## src/rtl/manhattan_update_sequencer.sv

```systemverilog
// Walks the weight/error memories one entry at a time, drives the combinational
// Manhattan update block and writes each updated weight back in ascending order.
module manhattan_update_sequencer #(
  parameter int BIT_WIDTH   = 32,
  parameter int EXTRA_BIT   = 2,
  parameter int NUM_WEIGHTS = 16,
  parameter int ADDR_WIDTH  = 4
) (
  input  logic                           clk,
  input  logic                           rst,
  input  logic                           start,
  input  logic [BIT_WIDTH+EXTRA_BIT-1:0] eta,
  output logic                           busy,
  output logic                           done,
  output logic                           exc_flag,
  output logic [ADDR_WIDTH:0]            skip_count,
  output logic                           mem_rd_en,
  output logic [ADDR_WIDTH-1:0]          mem_addr,
  input  logic [BIT_WIDTH+EXTRA_BIT-1:0] w_rd_data,
  input  logic [BIT_WIDTH+EXTRA_BIT-1:0] err_rd_data,
  output logic                           man_enable,
  output logic [BIT_WIDTH+EXTRA_BIT-1:0] man_old_weight,
  output logic [BIT_WIDTH+EXTRA_BIT-1:0] man_diff_error,
  output logic [BIT_WIDTH+EXTRA_BIT-1:0] man_eta,
  input  logic [BIT_WIDTH+EXTRA_BIT-1:0] man_updated_weight,
  output logic                           w_wr_en,
  output logic [BIT_WIDTH+EXTRA_BIT-1:0] w_wr_data
);

  localparam int DW = BIT_WIDTH + EXTRA_BIT;
  localparam logic [ADDR_WIDTH-1:0] LAST_ADDR = ADDR_WIDTH'(NUM_WEIGHTS - 1);

  typedef enum logic [2:0] {
    S_IDLE,
    S_RD,
    S_WT,
    S_CALC,
    S_WR,
    S_DONE
  } state_t;

  state_t                  state;
  logic [ADDR_WIDTH-1:0]   addr;
  logic [DW-1:0]           eta_reg;

  // The latched eta is the Manhattan block's eta, so mid-pass eta changes are invisible.
  assign man_eta = eta_reg;

  always_ff @(posedge clk) begin
    if (rst) begin
      state          <= S_IDLE;
      addr           <= '0;
      eta_reg        <= '0;
      busy           <= 1'b0;
      done           <= 1'b0;
      exc_flag       <= 1'b0;
      skip_count     <= '0;
      mem_rd_en      <= 1'b0;
      mem_addr       <= '0;
      man_enable     <= 1'b0;
      man_old_weight <= '0;
      man_diff_error <= '0;
      w_wr_en        <= 1'b0;
      w_wr_data      <= '0;
    end else begin
      mem_rd_en  <= 1'b0;
      w_wr_en    <= 1'b0;
      done       <= 1'b0;
      man_enable <= 1'b0;
      case (state)
        S_IDLE: begin
          if (start) begin
            eta_reg    <= eta;
            addr       <= '0;
            mem_addr   <= '0;
            exc_flag   <= 1'b0;
            skip_count <= '0;
            busy       <= 1'b1;
            mem_rd_en  <= 1'b1;
            state      <= S_RD;
          end
        end
        S_RD: begin
          state <= S_WT;
        end
        S_WT: begin
          // Operands go straight into the registers feeding the Manhattan block,
          // so they are stable for the whole CALC/WR window.
          man_old_weight <= w_rd_data;
          man_diff_error <= err_rd_data;
          man_enable     <= ~err_rd_data[DW-1];
          state          <= S_CALC;
        end
        S_CALC: begin
          case (man_diff_error[DW-1:DW-2])
            2'b01: w_wr_data <= man_updated_weight;
            2'b00: begin
              w_wr_data  <= man_old_weight;
              skip_count <= skip_count + 1'b1;
            end
            default: begin
              w_wr_data <= man_old_weight;
              exc_flag  <= 1'b1;
            end
          endcase
          w_wr_en <= 1'b1;
          state   <= S_WR;
        end
        S_WR: begin
          if (addr == LAST_ADDR) begin
            done  <= 1'b1;
            state <= S_DONE;
          end else begin
            addr      <= addr + 1'b1;
            mem_addr  <= addr + 1'b1;
            mem_rd_en <= 1'b1;
            state     <= S_RD;
          end
        end
        S_DONE: begin
          busy  <= 1'b0;
          state <= S_IDLE;
        end
        default: begin
          busy  <= 1'b0;
          state <= S_IDLE;
        end
      endcase
    end
  end

endmodule

```

## config.mk

```make
export PLATFORM = sky130hd
export DESIGN_NAME = manhattan_update_sequencer
export DESIGN_NICKNAME = d
export VERILOG_FILES = /design/src/rtl/manhattan_update_sequencer.sv
export SDC_FILE = /design/constraint.sdc
export NUM_CORES = 1
export LEC_CHECK = 0
export CAP_MARGIN = 20
export CELL_PAD_IN_SITES_DETAIL_PLACEMENT = 1
export CELL_PAD_IN_SITES_GLOBAL_PLACEMENT = 2
export CORE_UTILIZATION = 23
export CTS_CLUSTER_DIAMETER = 30
export DETAILED_ROUTE_END_ITERATION = 6
export GPL_TIMING_DRIVEN = 0
export MAX_ROUTING_LAYER = met4
export PLACE_DENSITY = 0.9
export SYNTH_ARGS = -nofsm -noshare
export SYNTH_HDL_FRONTEND = slang
export SYNTH_SLANG_ARGS = --single-unit
```

## constraint.sdc

```tcl
create_clock -name clk -period 2.32 [get_ports clk]
set_clock_uncertainty 0.05 [all_clocks]
set_input_delay 0.348 -clock clk [delete_from_list [all_inputs] [get_ports clk]]
set_output_delay 0.348 -clock clk [all_outputs]
set_load 0.01 [all_outputs]
```

==> qor.txt <==
================================================================================
Number of non-filler instances in the completed layout                      1331
Initial DRC count                                                            185
Mean instance size in the synthesized netlist                           8.47 um2
CTS HTree Levels                                                               4
Max clock buf depth                                                            2
Insertion delay of the later-clocked pin in the worst-skew pair          0.42 ns
Number of vias in the routed layout                                         5848
Finished Core Util                                                         39.5%
Sort of element at the end of the critical path                         register
P_leak                                                                   3.28 nW
Total Die Area                                                        0.0259 mm2
Actual slew at the worst max-slew pin                                   0.667 ns
DIE HEIGHT                                                                161 um
Number of flops mapped to enable cells by yosys                                0
Tightest Hold Check Type                                            register to register
Number of global-route vias before repair                                   6098
Worst path slowest cell                                                 clkbuf_1
Fin. Hold Viols                                                                0
HPWL after detailed placement                                           16500 um
Reported max-cap violation count                                               0
Clk sink count                                                               154
Part of the cycle the worst path needs                                     82.3%
Critical path startpoint category                                       register
Maximum fanout along the worst path                                           10
Wire length of the first global-routing pass                            34500 um
Worst hold path cell count                                                     2
Post-route setup slack                                                  0.410 ns
Root buffer selected by CTS                                            clkbuf_16
Pin count of the biggest net entering global routing                          17
Number of synthesis warnings                                                   0
Worst slack at placement                                                0.125 ns
Number of antenna violations at the first check in global routing              1
Net count after synthesis                                                    827
Dpl cells                                                                   1298
Count of cells along the worst register-to-register path                       7
Setup Crit Path Kind                                                register to register
Endpoint of the worst hold-timing path                              man_diff_error[2]
Highest achievable clock rate                                          0.524 GHz
CP Data Arrival Time                                                     2.19 ns
Setup slack, reg-to-reg                                                  0.41 ns
Async set-reset flop share out of synthesis                                   0%
Top_reg_cell synth                                                       dfxtp_1
Antenna Nets Post-Route                                                        0
Initial core utilization                                                   23.7%
End of the worst register-to-register path                          skip_count[3]
DRC                                                                            0
Number of buffers inserted during clock tree synthesis                        17
Wire length after detailed routing                                      22000 um
Clock-pin slew on the worst setup and hold paths                         0.06 ns
Most frequent cell on the critical path                                    buf_2
Commonest non-fill, non-tap cell in the layout                      clkdlybuf4s50_1
Sequence of cells on the critical path                              buf_2, and3b_1, clkbuf_1, buf_2, buf_2, nand4_1, o31ai_1
Post-cts hold buffer count                                                     0
CTS tree                                                                   built
Final RePlAce weighted congestion                                          0.772
Average wire per standard cell                                           16.6 um
Site row count                                                                57
Setup TNS                                                                   0 ns
Instance area at placement                                           0.00910 mm2
Number of instances in the synthesized netlist                               686
Worst Path Required                                                      2.60 ns
IO buf count                                                                 288
Final Critical Period                                                    1.91 ns
Result of the run                                                      completed
Layout cells sized above 1                                                 6.06%
Total design power                                                       7.07 mW
Post-synth design cell area                                          0.00581 mm2
Number of max-slew violations in the final report                              0
GRT overflow                                                                   0
Start of the worst register-to-register path                            state[2]
Area of the core region                                               0.0245 mm2
Worst Hold Margin                                                       0.404 ns
Unrepaired setup endpoints after global routing                            false
Post-cts sizing count                                                          0
Worst min-delay path startpoint                                     man_diff_error[2]
Number of vias per cell                                                     4.39
Combined global-route utilization of all metal layers                      17.7%
Post-synthesis to final-layout area growth                                 67.0%
Max rail drop VDD                                                     0.000518 V
NumNets Final                                                               1134
Synthesis-stage register bit count                                           154
Top-level I/O count                                                          290
# setup viols final                                                            0
Total setup buffers inserted after CTS                                         0
Sequential fraction of the synthesis area                                  53.1%
Max incr delay on CP                                                     0.30 ns
Rel. slew slack                                                            55.5%
Leading cell types in the layout, fill and taps excluded            288 x clkdlybuf4s50_1, 205 x nand2_1, 154 x dfxtp_1
Final Instance Area                                                  0.00970 mm2
Horizontal die dimension                                                  161 um
Router iterations before antenna repair                                        4
Power per unit of standard cell area                                  728 mW/mm2
Cell variety after synth                                                      36
================================================================================
[sequential cells by signal (all words and copies together), names as in the netlist, 3 cells and up]
| name | cells |
|---|---|
| addr | 4 |
| man_diff_error | 34 |
| man_eta | 34 |
| man_old_weight | 34 |
| skip_count | 5 |
| state | 3 |
| w_wr_data | 34 |
[cell type report]
cell class,count,area (um2)
flip-flops and latches,154,3080
plain buffers,57,268
repair buffers,288,2880
well taps,324,405
clock buffers,18,439
multi-input cells,472,2450
inverters,3,11.3
diodes,1,2.50
clock inverters,14,161
fillers,2871,14800
[metal layers]
metal	routed length (um)	vias up	part of all wire, %	track usage, %
met5	0	-	0	-
met4	257	0	1.2	4.12
met3	1380	15	6.3	5.66
met2	10400	175	47	28.4
met1	9970	2734	45	21.5
li1	-	2924	-	-
[how the worst max path moves through the flow]
stage	to	cells after the start	startpoint	slack, ns
2_1_floorplan	man_eta[10]	6	state[2]	0.72
3_3_place_gp	state[2]	4	rst	0.15
3_5_place_dp	busy	4	rst	0.12
4_1_cts	man_diff_error[7]	6	state[1]	0.36
5_1_grt	w_wr_data[27]	6	state[2]	0.19
6_report	skip_count[3]	7	state[2]	0.41
[cell families (layout without fill, tap and decap cells)]
logic type	Yosys count	after routing	synth area share, %
AO/OA/AOI/OAI	158	158	15.7
XOR/XNOR	1	1	0.151
adder cells (fa/ha/maj)	2	2	0.431
buffers and inverters	60	380	4.80
flip-flops	154	154	53.1
multiplexers	35	35	6.03
other	0	1	0
AND/OR/NAND/NOR	276	276	19.8
[critical path: cells and delay by family (launching register included)]
| family | cells | cell delay, ns |
|---|---|---|
| AO/OA/AOI/OAI | 1 | 0.09 |
| flip-flops | 1 | 0.29 |
| buffers and inverters | 4 | 1.04 |
| AND/OR/NAND/NOR | 2 | 0.34 |
[Yosys cell counts (2+ instances only)]
cell type | n | area [um2]
a211oi_1 | 34 | 255
a21oi_1 | 110 | 551
a221oi_1 | 3 | 26.3
and3_1 | 2 | 12.5
buf_2 | 22 | 110
buf_6 | 3 | 33.8
clkbuf_1 | 31 | 116
dfxtp_1 | 154 | 3080
ha_1 | 2 | 25.0
inv_1 | 3 | 11.3
mux2i_1 | 35 | 350
nand2_1 | 205 | 769
nand2b_1 | 5 | 31.3
nand3_1 | 5 | 25.0
nand4_1 | 2 | 12.5
nor2_1 | 38 | 143
nor2b_1 | 2 | 12.5
nor3_1 | 5 | 25.0
o211ai_1 | 2 | 15.0
o31ai_1 | 3 | 22.5
o32ai_1 | 2 | 17.5
or3_1 | 3 | 18.8
or3b_1 | 2 | 17.5
[power by group]
part | internal (mW) | leakage, nW | switching (mW)
sequential | 2.81 | 1.25 | 0.0973
clock | 1.64 | 0.290 | 1.23
combinational | 0.672 | 1.74 | 0.609
total | 5.12 | 3.28 | 1.94
Power figures use the tool's default switching activity.
